<file path="src/rtl/reg_cmd_ctrl_pkg.sv">
// Shared opcodes, register addresses and FSM state encoding for the command sequencer.
package reg_cmd_ctrl_pkg;

    localparam logic [7:0] CMD_WR      = 8'hAA;
    localparam logic [7:0] CMD_RD      = 8'hBB;
    localparam logic [7:0] CMD_ALU_OP  = 8'hCC;
    localparam logic [7:0] CMD_ALU_NOP = 8'hDD;

    localparam int REG_ALU_A = 0;
    localparam int REG_ALU_B = 1;

    typedef enum logic [3:0] {
        ST_IDLE,
        ST_WR_ADDR,
        ST_WR_DATA,
        ST_RD_ADDR,
        ST_RD_WAIT,
        ST_TX_RD,
        ST_ALU_A,
        ST_ALU_B,
        ST_ALU_FUN,
        ST_ALU_WAIT,
        ST_TX_LO,
        ST_TX_HI
    } state_t;

endpackage

</file>
<file path="src/rtl/reg_cmd_ctrl_if.sv">
// Bus bundle between the command sequencer and its RX, register file, ALU and TX neighbours.
interface reg_cmd_ctrl_if #(
    parameter int DATA_WIDTH    = 8,
    parameter int ADDR_WIDTH    = 4,
    parameter int ALU_OUT_WIDTH = 16,
    parameter int FUN_WIDTH     = 4
);
    logic [DATA_WIDTH-1:0]    i_RX_Data;
    logic                     i_RX_Valid;
    logic                     o_WrEn;
    logic                     o_RdEn;
    logic [ADDR_WIDTH-1:0]    o_Address;
    logic [DATA_WIDTH-1:0]    o_WrData;
    logic [DATA_WIDTH-1:0]    i_RdData;
    logic                     i_RdData_Valid;
    logic                     o_ALU_En;
    logic [FUN_WIDTH-1:0]     o_ALU_Fun;
    logic                     o_ALU_CLK_EN;
    logic [ALU_OUT_WIDTH-1:0] i_ALU_Out;
    logic                     i_ALU_Valid;
    logic [DATA_WIDTH-1:0]    o_TX_Data;
    logic                     o_TX_Valid;
    logic                     i_TX_Full;
    logic                     o_Busy;

    modport master (
        input  i_RX_Data, i_RX_Valid, i_RdData, i_RdData_Valid, i_ALU_Out, i_ALU_Valid, i_TX_Full,
        output o_WrEn, o_RdEn, o_Address, o_WrData, o_ALU_En, o_ALU_Fun, o_ALU_CLK_EN,
               o_TX_Data, o_TX_Valid, o_Busy
    );

    modport slave (
        output i_RX_Data, i_RX_Valid, i_RdData, i_RdData_Valid, i_ALU_Out, i_ALU_Valid, i_TX_Full,
        input  o_WrEn, o_RdEn, o_Address, o_WrData, o_ALU_En, o_ALU_Fun, o_ALU_CLK_EN,
               o_TX_Data, o_TX_Valid, o_Busy
    );

endinterface

</file>
<file path="src/rtl/reg_cmd_ctrl_timeout.sv">
// Inter-byte timeout counter, built only when CMD_TIMEOUT_EN is defined.
// Saturates at TIMEOUT_CYCLES so a stalled frame keeps reporting expiry until the next byte.
`ifdef CMD_TIMEOUT_EN
module reg_cmd_timeout #(
    parameter int TIMEOUT_CYCLES = 1023
) (
    input  logic clk,
    input  logic rst,
    input  logic clear,
    input  logic count_en,
    output logic expired
);
    localparam int CW = $clog2(TIMEOUT_CYCLES + 1);

    logic [CW-1:0] cnt;

    assign expired = (cnt == CW'(TIMEOUT_CYCLES));

    always_ff @(posedge clk or posedge rst) begin
        if (rst)                      cnt <= '0;
        else if (clear)               cnt <= '0;
        else if (count_en && !expired) cnt <= cnt + CW'(1);
    end

endmodule
`endif

</file>
<file path="src/rtl/reg_cmd_ctrl.sv">
// Command sequencer: parses framed RX bytes into register file writes/reads and ALU launches, pushes replies to TX.
// Define CMD_TIMEOUT_EN to abort partial frames after TIMEOUT_CYCLES cycles without an RX byte.
module reg_cmd_ctrl
    import reg_cmd_ctrl_pkg::*;
#(
    parameter int DATA_WIDTH     = 8,
    parameter int ADDR_WIDTH     = 4,
    parameter int ALU_OUT_WIDTH  = 16,
    parameter int FUN_WIDTH      = 4,
    parameter int TIMEOUT_CYCLES = 1023
) (
    input  logic           i_CLK,
    input  logic           i_RST,
    reg_cmd_ctrl_if.master bus
);

    state_t                   state_q, state_n;
    logic [ADDR_WIDTH-1:0]    addr_q, addr_n;
    logic [DATA_WIDTH-1:0]    wr_data_q, wr_data_n;
    logic [FUN_WIDTH-1:0]     alu_fun_q, alu_fun_n;
    logic [DATA_WIDTH-1:0]    tx_data_q, tx_data_n;
    logic [DATA_WIDTH-1:0]    rd_byte_q, rd_byte_n;
    logic [ALU_OUT_WIDTH-1:0] result_q, result_n;
    logic wr_en_q, wr_en_n, rd_en_q, rd_en_n, alu_en_q, alu_en_n;
    logic tx_valid_q, tx_valid_n, clk_en_q, clk_en_n, busy_q, busy_n;
    logic abort;

    if (ALU_OUT_WIDTH != 2 * DATA_WIDTH) begin : g_bad_alu_width
        $error("ALU_OUT_WIDTH must equal 2*DATA_WIDTH");
    end

`ifdef CMD_TIMEOUT_EN
    logic timed, expired;

    // Only frame-collection states are timed; wait/TX states depend on neighbours, not the host.
    assign timed = state_q inside {ST_WR_ADDR, ST_WR_DATA, ST_RD_ADDR, ST_ALU_A, ST_ALU_B, ST_ALU_FUN};
    assign abort = timed && expired;

    reg_cmd_timeout #(.TIMEOUT_CYCLES(TIMEOUT_CYCLES)) u_timeout (
        .clk      (i_CLK),
        .rst      (i_RST),
        .clear    (bus.i_RX_Valid && (timed || state_q == ST_IDLE)),
        .count_en (timed),
        .expired  (expired)
    );
`else
    assign abort = 1'b0;

    if (TIMEOUT_CYCLES < 1) begin : g_bad_timeout
        $error("TIMEOUT_CYCLES must be positive");
    end
`endif

    always_comb begin
        state_n    = state_q;
        addr_n     = addr_q;
        wr_data_n  = wr_data_q;
        alu_fun_n  = alu_fun_q;
        tx_data_n  = tx_data_q;
        rd_byte_n  = rd_byte_q;
        result_n   = result_q;
        wr_en_n    = 1'b0;
        rd_en_n    = 1'b0;
        alu_en_n   = 1'b0;
        tx_valid_n = 1'b0;

        case (state_q)
            ST_IDLE: if (bus.i_RX_Valid) begin
                case (bus.i_RX_Data)
                    DATA_WIDTH'(CMD_WR):      state_n = ST_WR_ADDR;
                    DATA_WIDTH'(CMD_RD):      state_n = ST_RD_ADDR;
                    DATA_WIDTH'(CMD_ALU_OP):  state_n = ST_ALU_A;
                    DATA_WIDTH'(CMD_ALU_NOP): state_n = ST_ALU_FUN;
                    default:                  state_n = ST_IDLE;
                endcase
            end
            ST_WR_ADDR: if (bus.i_RX_Valid) begin
                addr_n  = bus.i_RX_Data[ADDR_WIDTH-1:0];
                state_n = ST_WR_DATA;
            end
            ST_WR_DATA: if (bus.i_RX_Valid) begin
                wr_data_n = bus.i_RX_Data;
                wr_en_n   = 1'b1;
                state_n   = ST_IDLE;
            end
            ST_RD_ADDR: if (bus.i_RX_Valid) begin
                addr_n  = bus.i_RX_Data[ADDR_WIDTH-1:0];
                rd_en_n = 1'b1;
                state_n = ST_RD_WAIT;
            end
            ST_RD_WAIT: if (bus.i_RdData_Valid) begin
                rd_byte_n = bus.i_RdData;
                state_n   = ST_TX_RD;
            end
            ST_TX_RD: if (!bus.i_TX_Full) begin
                tx_data_n  = rd_byte_q;
                tx_valid_n = 1'b1;
                state_n    = ST_IDLE;
            end
            ST_ALU_A: if (bus.i_RX_Valid) begin
                addr_n    = ADDR_WIDTH'(REG_ALU_A);
                wr_data_n = bus.i_RX_Data;
                wr_en_n   = 1'b1;
                state_n   = ST_ALU_B;
            end
            ST_ALU_B: if (bus.i_RX_Valid) begin
                addr_n    = ADDR_WIDTH'(REG_ALU_B);
                wr_data_n = bus.i_RX_Data;
                wr_en_n   = 1'b1;
                state_n   = ST_ALU_FUN;
            end
            ST_ALU_FUN: if (bus.i_RX_Valid) begin
                alu_fun_n = bus.i_RX_Data[FUN_WIDTH-1:0];
                alu_en_n  = 1'b1;
                state_n   = ST_ALU_WAIT;
            end
            ST_ALU_WAIT: if (bus.i_ALU_Valid) begin
                result_n = bus.i_ALU_Out;
                state_n  = ST_TX_LO;
            end
            ST_TX_LO: if (!bus.i_TX_Full) begin
                tx_data_n  = result_q[DATA_WIDTH-1:0];
                tx_valid_n = 1'b1;
                state_n    = ST_TX_HI;
            end
            ST_TX_HI: if (!bus.i_TX_Full) begin
                tx_data_n  = result_q[ALU_OUT_WIDTH-1 -: DATA_WIDTH];
                tx_valid_n = 1'b1;
                state_n    = ST_IDLE;
            end
            default: state_n = ST_IDLE;
        endcase

        // A stalled frame is dropped silently, even if its final byte lands in the expiry cycle.
        if (abort) begin
            state_n  = ST_IDLE;
            wr_en_n  = 1'b0;
            rd_en_n  = 1'b0;
            alu_en_n = 1'b0;
        end

        // Derived from the next state so the registered enables line up with the state they describe.
        clk_en_n = (state_n == ST_ALU_FUN) || (state_n == ST_ALU_WAIT);
        busy_n   = (state_n != ST_IDLE);
    end

    always_ff @(posedge i_CLK or posedge i_RST) begin
        if (i_RST) begin
            state_q    <= ST_IDLE;
            addr_q     <= '0;
            wr_data_q  <= '0;
            alu_fun_q  <= '0;
            tx_data_q  <= '0;
            rd_byte_q  <= '0;
            result_q   <= '0;
            wr_en_q    <= 1'b0;
            rd_en_q    <= 1'b0;
            alu_en_q   <= 1'b0;
            tx_valid_q <= 1'b0;
            clk_en_q   <= 1'b0;
            busy_q     <= 1'b0;
        end else begin
            state_q    <= state_n;
            addr_q     <= addr_n;
            wr_data_q  <= wr_data_n;
            alu_fun_q  <= alu_fun_n;
            tx_data_q  <= tx_data_n;
            rd_byte_q  <= rd_byte_n;
            result_q   <= result_n;
            wr_en_q    <= wr_en_n;
            rd_en_q    <= rd_en_n;
            alu_en_q   <= alu_en_n;
            tx_valid_q <= tx_valid_n;
            clk_en_q   <= clk_en_n;
            busy_q     <= busy_n;
        end
    end

    assign bus.o_WrEn       = wr_en_q;
    assign bus.o_RdEn       = rd_en_q;
    assign bus.o_Address    = addr_q;
    assign bus.o_WrData     = wr_data_q;
    assign bus.o_ALU_En     = alu_en_q;
    assign bus.o_ALU_Fun    = alu_fun_q;
    assign bus.o_ALU_CLK_EN = clk_en_q;
    assign bus.o_TX_Data    = tx_data_q;
    assign bus.o_TX_Valid   = tx_valid_q;
    assign bus.o_Busy       = busy_q;

endmodule

</file>
<file path="src/flat_wrapper.sv">
// flat-port wrapper written by rule: the top's interface ports become plain ports
module reg_cmd_ctrl_flat import reg_cmd_ctrl_pkg::*;
#(
    parameter int DATA_WIDTH     = 8,
    parameter int ADDR_WIDTH     = 4,
    parameter int ALU_OUT_WIDTH  = 16,
    parameter int FUN_WIDTH      = 4,
    parameter int TIMEOUT_CYCLES = 1023
)
  (i_CLK, i_RST, bus_i_RX_Data, bus_i_RX_Valid, bus_i_RdData, bus_i_RdData_Valid, bus_i_ALU_Out, bus_i_ALU_Valid, bus_i_TX_Full, bus_o_WrEn, bus_o_RdEn, bus_o_Address, bus_o_WrData, bus_o_ALU_En, bus_o_ALU_Fun, bus_o_ALU_CLK_EN, bus_o_TX_Data, bus_o_TX_Valid, bus_o_Busy);
  reg_cmd_ctrl_if #(.DATA_WIDTH(DATA_WIDTH), .ADDR_WIDTH(ADDR_WIDTH), .ALU_OUT_WIDTH(ALU_OUT_WIDTH), .FUN_WIDTH(FUN_WIDTH)) bus_i ();
  input  logic i_CLK;
  input  logic i_RST;
  input wire logic [$bits(bus_i.i_RX_Data)-1:0] bus_i_RX_Data;
  input wire logic [$bits(bus_i.i_RX_Valid)-1:0] bus_i_RX_Valid;
  input wire logic [$bits(bus_i.i_RdData)-1:0] bus_i_RdData;
  input wire logic [$bits(bus_i.i_RdData_Valid)-1:0] bus_i_RdData_Valid;
  input wire logic [$bits(bus_i.i_ALU_Out)-1:0] bus_i_ALU_Out;
  input wire logic [$bits(bus_i.i_ALU_Valid)-1:0] bus_i_ALU_Valid;
  input wire logic [$bits(bus_i.i_TX_Full)-1:0] bus_i_TX_Full;
  output wire logic [$bits(bus_i.o_WrEn)-1:0] bus_o_WrEn;
  output wire logic [$bits(bus_i.o_RdEn)-1:0] bus_o_RdEn;
  output wire logic [$bits(bus_i.o_Address)-1:0] bus_o_Address;
  output wire logic [$bits(bus_i.o_WrData)-1:0] bus_o_WrData;
  output wire logic [$bits(bus_i.o_ALU_En)-1:0] bus_o_ALU_En;
  output wire logic [$bits(bus_i.o_ALU_Fun)-1:0] bus_o_ALU_Fun;
  output wire logic [$bits(bus_i.o_ALU_CLK_EN)-1:0] bus_o_ALU_CLK_EN;
  output wire logic [$bits(bus_i.o_TX_Data)-1:0] bus_o_TX_Data;
  output wire logic [$bits(bus_i.o_TX_Valid)-1:0] bus_o_TX_Valid;
  output wire logic [$bits(bus_i.o_Busy)-1:0] bus_o_Busy;
  assign bus_i.i_RX_Data = bus_i_RX_Data;
  assign bus_i.i_RX_Valid = bus_i_RX_Valid;
  assign bus_i.i_RdData = bus_i_RdData;
  assign bus_i.i_RdData_Valid = bus_i_RdData_Valid;
  assign bus_i.i_ALU_Out = bus_i_ALU_Out;
  assign bus_i.i_ALU_Valid = bus_i_ALU_Valid;
  assign bus_i.i_TX_Full = bus_i_TX_Full;
  assign bus_o_WrEn = bus_i.o_WrEn;
  assign bus_o_RdEn = bus_i.o_RdEn;
  assign bus_o_Address = bus_i.o_Address;
  assign bus_o_WrData = bus_i.o_WrData;
  assign bus_o_ALU_En = bus_i.o_ALU_En;
  assign bus_o_ALU_Fun = bus_i.o_ALU_Fun;
  assign bus_o_ALU_CLK_EN = bus_i.o_ALU_CLK_EN;
  assign bus_o_TX_Data = bus_i.o_TX_Data;
  assign bus_o_TX_Valid = bus_i.o_TX_Valid;
  assign bus_o_Busy = bus_i.o_Busy;
  reg_cmd_ctrl #(.DATA_WIDTH(DATA_WIDTH), .ADDR_WIDTH(ADDR_WIDTH), .ALU_OUT_WIDTH(ALU_OUT_WIDTH), .FUN_WIDTH(FUN_WIDTH), .TIMEOUT_CYCLES(TIMEOUT_CYCLES)) u_core (.i_CLK(i_CLK), .i_RST(i_RST), .bus(bus_i));
endmodule
</file>
<file path="config.mk">
export PLATFORM = sky130hd
export DESIGN_NAME = reg_cmd_ctrl_flat
export DESIGN_NICKNAME = d
export VERILOG_FILES = /design/src/rtl/reg_cmd_ctrl_pkg.sv /design/src/rtl/reg_cmd_ctrl_if.sv /design/src/rtl/reg_cmd_ctrl_timeout.sv /design/src/rtl/reg_cmd_ctrl.sv /design/src/flat_wrapper.sv
export SDC_FILE = /design/constraint.sdc
export NUM_CORES = 1
export LEC_CHECK = 0
export ABC_AREA = 1
export BUFFER_PORTS_ARGS = -buffer_cell sky130_fd_sc_hd__buf_2
export CAP_MARGIN = 30
export CORE_MARGIN = 5
export CORE_UTILIZATION = 50
export CTS_BUF_LIST = sky130_fd_sc_hd__clkbuf_2
export DETAILED_ROUTE_END_ITERATION = 6
export GPL_TIMING_DRIVEN = 0
export PLACE_DENSITY = 0.89
export SETUP_SLACK_MARGIN = 0.02
export SLEW_MARGIN = 10
export SYNTH_ARGS = -nofsm -noshare
export SYNTH_HDL_FRONTEND = slang
export SYNTH_SLANG_ARGS = --single-unit
</file>
<file path="constraint.sdc">
create_clock -name i_CLK -period 1.8 [get_ports i_CLK]
set_clock_uncertainty 0.05 [all_clocks]
set_input_delay 0.36 -clock i_CLK [delete_from_list [all_inputs] [get_ports i_CLK]]
set_output_delay 0.36 -clock i_CLK [all_outputs]
set_load 0.005 [all_outputs]
</file>
* Word-level counts from Yosys, hierarchy flattened
Index checks and enable logic that the tools add are counted.
W data, S select, Z words.
** Word-level totals
- Output and inout bits :: 30
- Register bits :: 58
- Logic and storage cells :: 78
** Operators by class
- Equality and inequality tests :: 23
- Mux-type cells :: 27
- Reduce and logical (&&, ||, !) cells :: 15
** Operator list (number)
- $mux W4 :: 14
- $pmux W4 S11 :: 1
- $eq A8 B8 Y1 const B :: 4
- $eq A4 B4 Y1 const B :: 6
- $mux W8 :: 3
- $pmux W8 S3 :: 1
- $eq A4 B3 Y1 const B :: 4
- $pmux W4 S4 :: 1
- $pmux W4 S3 :: 1
- $ne A2 B2 Y1 const B :: 5
- $eq A4 B2 Y1 const B :: 2
- $reduce_and A2 Y1 :: 4
- $reduce_and A4 Y1 :: 2
- $mux W1 :: 6
- $reduce_bool A3 Y1 :: 2
- $reduce_or A3 Y1 :: 2
- $eq A4 B1 Y1 const B :: 1
- $logic_not A4 Y1 :: 1
- $reduce_bool A4 Y1 :: 1
- $reduce_or A2 Y1 :: 2
- $ne A2 B1 Y1 const B :: 1
- $logic_or A1 B1 Y1 :: 1

* Longest topological paths before layout
Gate-level depths: netlist of the first run.
- Depth in word-level cells :: 6
- Gate-level depth with buffers :: 10

* Worst setup path after synthesis of the first run
OpenSTA, ideal clock, no wires.
- Path kind :: register to register
- Start point :: reg u_core.state_q[3]
- End point :: reg u_core.addr_q[0] (netlist: u_core.bus.o_Address[0])
- Setup slack :: 0.265 ns
- Cell stages (with the launch flop) :: 5
- Arrival time :: 1.360 ns
- Clock period less this slack :: 1.535 ns
- Required time :: 1.625 ns
- Path through :: dfrtp_1 -> inv_1 -> nand3_1 -> a21oi_4 -> mux2_2
** On the way
- Cells in the longest elaborated chain, start to end :: 4
** RTL lines
- start: declaration :: line reg_cmd_ctrl.sv:17 : state_t state_q, state_n;
- start signal: assignment :: line reg_cmd_ctrl.sv:163 : state_q <= state_n;
- $eq A4 B1 Y1 or $eq A4 B2 Y1 (tied branches) :: line reg_cmd_ctrl.sv:67 : case (state_q)
- $reduce_or A2 Y1 (no line)
- $ne A2 B1 Y1 (no line) or $reduce_bool A3 Y1 (tied branches)
- $reduce_and A4 Y1 (no line)
- end signal: assignment :: line reg_cmd_ctrl.sv:164 : addr_q <= addr_n;
- end: declaration :: line reg_cmd_ctrl.sv:18 : logic [ADDR_WIDTH-1:0] addr_q, addr_n;
Parallel ways exist; a longest one is shown, timed or not.
A chain may end at the register's enable or synchronous reset.

* Worst setup path in the final report of the first run
- Start point :: reg u_core.state_q[1]
- End point :: reg u_core.tx_data_q[4] (netlist: u_core.bus.o_TX_Data[4])
** On the way
- Cells in the longest elaborated chain, start to end :: 3
** RTL lines
- $eq A4 B4 Y1 or $eq A4 B3 Y1 (tied branches) :: line reg_cmd_ctrl.sv:67
- $ne A2 B2 Y1 (no line) or $reduce_bool A3 Y1 (tied branches)
- $reduce_and A4 Y1 (no line)
- end signal: assignment :: line reg_cmd_ctrl.sv:167 : tx_data_q <= tx_data_n;
- end: declaration :: line reg_cmd_ctrl.sv:21 : logic [DATA_WIDTH-1:0] tx_data_q, tx_data_n;
Parallel ways exist; a longest one is shown, timed or not.

==> results of run 1 <==
-- cell type report --
cell class              instances  area [sq um]
repair buffers                 74         420.4
multi-input cells             235          1105
flip-flops and latches         58          1451
well taps                      72         90.09
fillers                       462          2058
clock inverters                 4         18.77
plain buffers                   8         67.56
inverters                      34         133.9
clock buffers                  12         60.06
-- cells in the final DEF (no fill, tap or decap), drive strengths merged --
master,synthesis,final
buf,8,75
dfrtp,58,58
nand2b,1,1
clkinv,0,4
a21oi,7,7
nand4,2,2
dlygate4sd3,0,7
nand2,138,138
o221ai,1,1
mux2,9,9
clkbuf,0,12
inv,34,33
o21ai,21,21
nor3,3,3
nand3,21,21
nor2,30,30
or2,1,1
clkinvlp,0,1
o211ai,1,1
-- per-layer routing --
layer  up-vias  GRT usage  part of all wire
li1       1220          -                 -
met1      1151     0.2371              0.43
met2       108     0.3128              0.48
met3        18    0.05923             0.068
met4         0    0.07602             0.021
met5         -          0                 0
-- cells in the mapped netlist (4+ instances only) --
cell type,n
nand2_1,136
dfrtp_1,58
inv_1,31
nor2_1,25
nand3_1,19
o21ai_0,14
mux2_2,9
a21oi_1,6
o21ai_1,6
buf_6,4
-- worst register-to-register path, stage by stage (launching register included) --
cell and delay, ns:
dfrtp_1 0.39, buf_2 0.18, inv_1 0.13, nand2_1 0.09, nor2_1 0.21, o21ai_2 0.11
buf_2 0.19, nand2_1 0.08, o21ai_0 0.10
-- path summary, 6_finish.rpt --
path	start	end	slack, ns
max reg2reg	u_core.state_q[1]	u_core.bus.o_TX_Data[4]	0.14
min reg2reg	u_core.result_q[12]	u_core.result_q[12]	0.44
min in group asynchronous	i_RST	u_core.bus.o_WrData[5]	0.41
min	bus_i_ALU_Out[13]	u_core.result_q[13]	0.04
max	u_core.state_q[1]	u_core.bus.o_TX_Data[4]	0.14
max in group asynchronous	i_RST	u_core.bus.o_TX_Data[3]	0.75
-- flip-flops by register name (all words and copies together) (netlist names) --
signal,count
u_core.bus.o_ALU_CLK_EN,1
u_core.bus.o_ALU_En,1
u_core.bus.o_ALU_Fun,4
u_core.bus.o_Address,4
u_core.bus.o_Busy,1
u_core.bus.o_RdEn,1
u_core.bus.o_TX_Data,8
u_core.bus.o_TX_Valid,1
u_core.bus.o_WrData,8
u_core.bus.o_WrEn,1
u_core.rd_byte_q,8
u_core.result_q,16
u_core.state_q,4
-- report_power, final --
part	leakage, nW	total [mW]	switching [mW]	internal (mW)
Combinational	1.08	1.64	0.948	0.690
Sequential	0.741	2.12	0.280	1.84
Clock	0.0631	0.627	0.438	0.189
Total	1.89	4.38	1.67	2.71
-- through the flow --
step	area [sq um]	hold WS, ns	TNS (ns)	worst slack (ns)
2_1_floorplan	2746	0.3922	0	0.2650
3_3_place_gp	3167	0.4041	0	0.1480
3_5_place_dp	3187	0.3879	0	0.1487
4_1_cts	3276	0.003690	0	0.1139
5_1_grt	3347	-0.002687	-0.01650	-0.01650
6_report	3347	0.03616	0	0.1434
-- logic make-up (layout without fill, tap and decap cells) --
group,Yosys count,count (layout),synth area share
buffers and inverters,42,132,0.07208
multiplexers,9,9,0.03695
AND/OR/NAND/NOR,196,196,0.2993
flip-flops,58,58,0.5292
AO/OA/AOI/OAI,30,30,0.06251
-- what timing repair did --
item                       CTS  global route
setup endpoints to repair    0             6
hold buffers                 1             6
buffers inserted             0             0
hold endpoints to repair    24             6
gates resized for setup      0             4
==> metrics.yaml, run 1 <==
outcome: "finished clean"
grt_pass1_vias: 2450
clk-insertion-delay-late_ns: 0.46
synth_area_per_cell_sq_um: 8.187
drc_errors: 0
critPathKind: "reg2reg"
period_share: 0.9203
crit_buf_inv: 3
ys_ff_latch: 58
fp.dieArea_sq_mm: 0.007066
async_flop_share: 1.000
wl_per_cell_um: 12.77
drv_cap: 0
ant_nets: 0
clk_pin_slew_ns: 0.15
fmax_mhz: 603.7
slowest_delay_ns: 0.39
worstPathRequired_ns: 2.08
slowest_stage: "dfrtp_1"
viasPerCell: 5.024
layout.cells.non_filler: 497
period_minus_slack_ns: 1.657
ys.flop_type: "dfrtp_1"
synth-edff-count: 0
cp.depth: 8
crit_arrival_ns: 1.94
core-area_sq_mm: 0.005405
syn-cell-area_sq_mm: 0.002743
hold_class: "in2reg"
cts_tree: "built"
grt_pass1_wl_mm: 10.86
vdd_ir_drop_max_v: 0.0006843
timing.final.setup_violations: 0
port_buffers: 66
fin_total_pwr_mw: 4.381
row_count: 27
grt_antenna_before_repair: 0
path_max_fanout: 10
cts.sinks: 58
grt_max_degree: 35
syn_nets: 373
start_util: 0.5074
post-dp-hpwl_mm: 4.850
synth_cell_types: 27
dr.pass1.iters: 5
synth_top_cell_area_share: 0.5292
ctsHtreeMaxLevel: 3
ys_top_cells_by_area: "dfrtp_1 (53%), nand2_1 (19%), inv_1 (4.2%)"
cp-end-kind: "register"
finish.utilization: 0.6192
cts-root-buf: "clkbuf_2"
synth_top_area_cell: "dfrtp_1"
worst_slew_margin_rel: 0.6366
io_pins: 68
clk_path_buf_depth: 2
numCtsBuffers: 9
crit_path_start_kind: "register"
via_count: 2497
synth_cells: 335
die_w_um: 84.06
p_leak_nw: 1.886
area_growth_pct: 22.03
gp_congestion: 0.9143
worst-slew-pin-transition_ns: 0.5439
crit_family: "buffers and inverters"
powerDensity_mw_per_mm2: 1309
die_y_um: 84.06
hold_viol: 0
dr.first_iter.drc_count: 270
ys_warn_count: 0
grt_overflow: 0
crit_chain: "buf_2 -> inv_1 -> nand2_1 -> nor2_1 -> o21ai_2 -> buf_2 -> nand2_1 -> o21ai_0"
rsz0062_at_grt: "yes"
slew_viol_final: 0
wl_mm: 6.348
grt_usage: 0.1920
diodes: 0
nets: 458
dp_cells: 474
seq_area_frac_synth: 0.5292
reg2regPathDepth: 8
final_layout_size_suffix_gt1_frac: 0.2800
holdPathStages: 3
(Power assumes the default switching activity.)
==> run 2, diff against run 1 <==
CELL_PAD_IN_SITES_DETAIL_PLACEMENT = 1   (was unset)
CELL_PAD_IN_SITES_GLOBAL_PLACEMENT = 2   (was unset)
CORE_UTILIZATION = 28   (was 50)
PLACE_DENSITY = 0.87   (was 0.89)
==> metrics.yaml, run 2 (synthesis results as in run 1) <==
worst-slew-pin-transition_ns: 0.6157  # was 0.5439 ns
grt_pass1_vias: 2515  # was 2,450
crit_chain: "inv_1 -> nor2_2 -> nand3_4 -> nand2_1 -> inv_1 -> nand3_1 -> nor2_1 -> nand3_1"  # was buf_2 -> inv_1 -> nand2_1 -> nor2_1 -> o21ai_2 -> buf_2 -> nand2_1 -> o21ai_0
finish.utilization: 0.3567  # was 0.6192
outcome: "finished clean"  # unchanged
crit_buf_inv: 2  # was 3
nets: 459  # was 458
grt_overflow: 0  # unchanged
cts_setup_buffers: 0  # unchanged
fp.dieArea_sq_mm: 0.01187  # was 0.007066 sq mm
regMostFlops: "u_core.result_q"  # unchanged
port_buffers: 66  # unchanged
period_minus_slack_ns: 1.667  # was 1.657 ns
hold_class: "in2reg"  # unchanged
timing.final.setup_violations: 0  # unchanged
period_share: 0.9260  # was 0.9203
routed.top_layer: "met4"  # unchanged
worstPathRequired_ns: 2.14  # was 2.08 ns
drc_errors: 0  # unchanged
slowest_stage: "dfrtp_1"  # unchanged
powerDensity_mw_per_mm2: 1309  # about the same
grt_max_degree: 33  # was 35
met2_wirelength_mm: 3.472  # was 3.062 mm
clk-insertion-delay-late_ns: 0.46  # about the same
cts_tree: "built"  # unchanged
cts-root-buf: "clkbuf_2"  # unchanged
final_layout_size_suffix_gt1_frac: 0.2706  # was 0.2800
rsz0062_at_grt: "no"  # was yes
crit_path_start_kind: "register"  # unchanged
io_pins: 68  # unchanged
largest_reg_flops: 16  # unchanged
grt_pass1_wl_mm: 12.32  # was 10.86 mm
crit_arrival_ns: 2.01  # was 1.94 ns
die_w_um: 109.0  # was 84.06 um
cts.sinks: 58  # unchanged
clk_pin_slew_ns: 0.17  # was 0.15 ns
layout.cells.non_filler: 559  # was 497
p_leak_nw: 1.891  # was 1.886 nW
gp_congestion: 0.8223  # was 0.9143
dp_slack_ns: 0.02115  # was 0.1487 ns
dp_cells: 535  # was 474
final_cell_mix: "nand2_1 (136), buf_2 (69), dfrtp_1 (58), inv_1 (29), nor2_1 (24)"  # unchanged
fill_cells: 1212  # was 462
hold_viol: 0  # unchanged
area_growth_pct: 25.96  # was 22.03%
ctsHtreeMaxLevel: 3  # unchanged
worst_slew_margin_rel: 0.5887  # was 0.6366
final_common_cell: "nand2_1"  # unchanged
path_max_fanout: 9  # was 10
wirelength_met1_mm: 3.622  # was 2.717 mm
critPathKind: "reg2reg"  # unchanged
slowest_delay_ns: 0.52  # was 0.39 ns
setup_tns_ns: 0  # unchanged
drv_cap: 0  # unchanged
crit_family: "simple AND/OR/NAND/NOR gates"  # was buffers and inverters
numCtsBuffers: 9  # unchanged
via_count: 2424  # was 2,497
dr.first_iter.drc_count: 111  # was 270
die_y_um: 109.0  # was 84.06 um
grt_usage: 0.1343  # was 0.1920
cp-end-kind: "register"  # unchanged
row_count: 36  # was 27
clk_path_buf_depth: 2  # unchanged
wl_mm: 7.515  # was 6.348 mm
worst_slack_ns: 0.1332  # was 0.1434 ns
slew_viol_final: 0  # unchanged
wl_met3_um: 297  # was 432 um
core-area_sq_mm: 0.009684  # was 0.005405 sq mm
vdd_ir_drop_max_v: 0.0003379  # was 0.0006843 V
dr.pass1.iters: 4  # was 5
worst_hold_slack_ns: 0.05085  # was 0.03616 ns
start_util: 0.2832  # was 0.5074
post-dp-hpwl_mm: 5.706  # was 4.850 mm
fmax_mhz: 599.9  # was 603.7 MHz
viasPerCell: 4.336  # was 5.024
grt_antenna_before_repair: 1  # was 0
wl_per_cell_um: 13.44  # was 12.77 um
ant_nets: 0  # unchanged
-- run 2: changes by cell type in the layout (fill, tap and decap cells not counted) --
| cell | change |
|---|---|
| clkbuf_2 | -2 |
| clkinv_1 | +2 |
| clkinv_2 | -2 |
| bufinv_16 | +1 |
| diode_2 | +1 |
| dlygate4sd3_1 | +1 |
| nor2_2 | -1 |
| nor2_4 | +1 |
| o21ai_1 | +1 |
| o21ai_2 | -1 |
-- run 2: layout make-up --
type                       count  area (sq um)  share of cell area
antenna                        1         2.502           0.0007244
multi-input combinational    235          1106              0.3202
inverter                      34         133.9             0.03875
tap                          133         166.4             0.04817
buffer                         8         67.56             0.01956
sequential                    58          1451              0.4201
timing repair buffer          75         430.4              0.1246
clock inverter                 5         46.29             0.01340
clock buffer                  10         50.05             0.01449
-- run 2: worst register-to-register path: cells and delay by family, from the launching register on --
family / cells / cell delay (ns)
buffers and inverters: 2 / 0.19
flip-flops: 1 / 0.52
AND/OR/NAND/NOR: 6 / 0.87
-- run 2: power breakdown --
part	switching [mW]	total (mW)	internal, mW
Clock	0.461	0.765	0.305
Sequential	0.275	2.11	1.84
Combinational	0.956	1.65	0.691
Total	1.69	4.52	2.83
-- run 2: layer usage --
| metal | vias up | GRT usage |
|---|---|---|
| met5 | - | 0 |
| met4 | 0 | 0.05500 |
| met3 | 10 | 0.02901 |
| met2 | 57 | 0.2092 |
| met1 | 1136 | 0.1807 |
| li1 | 1221 | - |
-- run 2: final timing paths --
| check | from | endpoint | slack (ns) | depth (start not counted) |
|---|---|---|---|---|
| hold / removal | bus_i_ALU_Out[15] | u_core.result_q[15] | 0.05 | 3 |
| max in group asynchronous | i_RST | u_core.result_q[6] | 0.68 | 4 |
| min in group asynchronous | i_RST | u_core.bus.o_Address[0] | 0.44 | 3 |
| hold reg to reg | u_core.bus.o_TX_Data[5] | u_core.bus.o_TX_Data[5] | 0.44 | 2 |
| setup reg to reg | u_core.state_q[2] | u_core.bus.o_Busy | 0.13 | 8 |
| setup / recovery | u_core.state_q[2] | u_core.bus.o_Busy | 0.13 | 8 |
-- run 2: per-stage QoR --
stage | instance area, sq um | power, mW
2_1_floorplan | 2746 | 3.133
3_3_place_gp | 3243 | 3.715
3_5_place_dp | 3263 | 3.788
4_1_cts | 3445 | 4.588
5_1_grt | 3455 | 4.909
6_report | 3455 | 4.523
-- run 2: timing repair --
| item | in CTS | in global routing |
|---|---|---|
| setup endpoints to repair | 1 | 5 |
| gates resized for setup | 1 | 3 |
| hold endpoints to repair | 33 | 0 |
| hold buffers | 8 | 0 |
==> run 3, diff against run 2 <==
CORE_MARGIN = 4   (was 5)
MAX_ROUTING_LAYER = met4   (was unset)
==> metrics.yaml, run 3 (synthesis results as in run 1) <==
outcome: "finished clean"  # unchanged
clk_pin_slew_ns: 0.16  # was 0.17 ns
gp_congestion: 0.8763  # was 0.8223
final_common_cell: "nand2_1"  # unchanged
numCtsBuffers: 9  # unchanged
period_share: 0.9135  # was 0.9260
place_area_sq_mm: 0.003258  # was 0.003263 sq mm
worstPathRequired_ns: 2.16  # was 2.14 ns
fmax_mhz: 608.2  # was 599.9 MHz
hold_class: "in2reg"  # unchanged
dr.first_iter.drc_count: 137  # was 111
largest_reg_flops: 16  # unchanged
r2r_start: "u_core.state_q[0]"  # was u_core.state_q[2]
worst_slew_margin_rel: 0.6409  # was 0.5887
slew_viol_final: 0  # unchanged
wl_mm: 7.474  # was 7.515 mm
r2r-end: "u_core.bus.o_Busy"  # unchanged
critPathKind: "reg2reg"  # unchanged
holdCritStartpoint: "bus_i_ALU_Out[8]"  # was bus_i_ALU_Out[15]
timing.final.setup_violations: 0  # unchanged
clk_path_buf_depth: 2  # unchanged
io_pins: 68  # unchanged
dp_cells: 531  # was 535
cts.sinks: 58  # unchanged
post-dp-hpwl_mm: 5.808  # was 5.706 mm
die_y_um: 107.0  # was 109.0 um
die_w_um: 107.0  # was 109.0 um
reg2regPathDepth: 10  # was 8
viasPerCell: 4.342  # was 4.336
grt_max_degree: 36  # was 33
rsz0062_at_grt: "no"  # unchanged
dp_slack_ns: 0.07381  # was 0.02115 ns
p_leak_nw: 1.923  # was 1.891 nW
setup_tns_ns: 0  # unchanged
core-area_sq_mm: 0.009371  # was 0.009684 sq mm
ant_nets: 0  # unchanged
crit_arrival_ns: 2.00  # was 2.01 ns
grt_pass1_wl_mm: 12.75  # was 12.32 mm
layout.cells.non_filler: 562  # was 559
row_count: 35  # was 36
regMostFlops: "u_core.result_q"  # unchanged
drv_cap: 0  # unchanged
rrSetupSlack_ns: 0.16  # was 0.13 ns
wl_per_cell_um: 13.30  # was 13.44 um
cts-root-buf: "clkbuf_2"  # unchanged
final_layout_size_suffix_gt1_frac: 0.2755  # was 0.2706
ctsHtreeMaxLevel: 3  # unchanged
port_buffers: 66  # unchanged
fin_area_sq_mm: 0.003517  # was 0.003455 sq mm
grt_pass1_vias: 2627  # was 2,515
dr.pass1.iters: 4  # unchanged
vdd_ir_drop_max_v: 0.0003607  # was 0.0003379 V
path_max_fanout: 8  # was 9
final_cell_mix: "nand2_1 (136), buf_2 (69), dfrtp_1 (57), inv_1 (29), nor2_1 (24)"  # was nand2_1 (136), buf_2 (69), dfrtp_1 (58), inv_1 (29), nor2_1 (24)
grt_antenna_before_repair: 1  # unchanged
grt_usage: 0.1443  # was 0.1343
via_count: 2440  # was 2,424
nets: 465  # was 459
area_growth_pct: 28.24  # was 25.96%
grt_overflow: 0  # unchanged
period_minus_slack_ns: 1.644  # was 1.667 ns
worst-slew-pin-transition_ns: 0.5375  # was 0.6157 ns
hold_end: "u_core.result_q[8]"  # was u_core.result_q[15]
fin_total_pwr_mw: 4.565  # was 4.523 mW
cts_tree: "built"  # unchanged
drc_errors: 0  # unchanged
fp.dieArea_sq_mm: 0.01144  # was 0.01187 sq mm
start_util: 0.2927  # was 0.2832
worst_slack_ns: 0.1557  # was 0.1332 ns
cts_setup_buffers: 0  # unchanged
powerDensity_mw_per_mm2: 1298  # was 1309 mW/mm^2
hold_viol: 0  # unchanged
holdPathStages: 3  # unchanged
clk-insertion-delay-late_ns: 0.47  # was 0.46 ns
cp-end-kind: "register"  # unchanged
crit_path_start_kind: "register"  # unchanged
==> run 3: changes by cell type in the layout (fill, tap and decap cells not counted), sizes merged <==
cell and change:
dlygate4sd3 +6, clkinv +1
==> run 3: worst max path at each step <==
stage / start / end / depth (start not counted)
floorplan: u_core.state_q[3] / u_core.bus.o_Address[0] / 4
global placement: u_core.state_q[3] / u_core.bus.o_Address[0] / 4
detailed placement: u_core.state_q[3] / u_core.bus.o_Address[0] / 4
CTS: u_core.state_q[3] / u_core.bus.o_Address[0] / 4
global route: u_core.state_q[0] / u_core.bus.o_Busy / 10
finish: u_core.state_q[0] / u_core.bus.o_Busy / 10
==> run 3: report_power, final <==
group	total, mW	switching (mW)	internal, mW	leakage [nW]
clock network	0.804	0.486	0.318	0.0731
logic	1.66	0.958	0.699	1.11
registers	2.10	0.269	1.84	0.739
total	4.56	1.71	2.85	1.92
==> run 3: what timing repair did <==
| item | in CTS | in global routing |
|---|---|---|
| hold buffers | 12 | 2 |
| endpoints found under the hold margin | 34 | 2 |
| endpoints found under the setup margin | 0 | 5 |
| gates resized for setup | 0 | 4 |
==> run 3: metrics by stage <==
| step | utilization | hold WS (ns) |
|---|---|---|
| final | 0.3753 | 0.04407 |
| after global routing | 0.3753 | 0.005357 |
| after CTS | 0.3720 | 0.001677 |
| after detailed placement | 0.3477 | 0.3888 |
| after global placement | 0.3455 | 0.4060 |
| after floorplan | - | 0.3922 |
==> run 3: final cells by class <==
class / instances / area (sq um)
fillers: 1194 / 5854
diodes: 1 / 2.502
repair buffers: 81 / 490.5
flip-flops and latches: 58 / 1453
plain buffers: 8 / 67.56
clock buffers: 10 / 50.05
clock inverters: 6 / 57.56
inverters: 34 / 133.9
well taps: 129 / 161.4
multi-input cells: 235 / 1101
==> run 3: critical path: stages, from the launching register on <==
cell and delay, ns:
dfrtp_1 0.39, buf_4 0.17, inv_2 0.07, nand2_1 0.13, nor2_2 0.35, nand2_1 0.09, nand2_1 0.07, inv_1 0.04
nand3_1 0.08, nor2_1 0.07, nand3_1 0.09
==> run 3: routing by layer <==
layer	wire, um	part of all wire	vias up	track usage
li1	-	-	1231	-
met5	0	0	-	-
met3	296	0.040	11	0.03492
met1	3596	0.48	1151	0.1894
met2	3460	0.46	47	0.2203
met4	121	0.016	0	0.04749
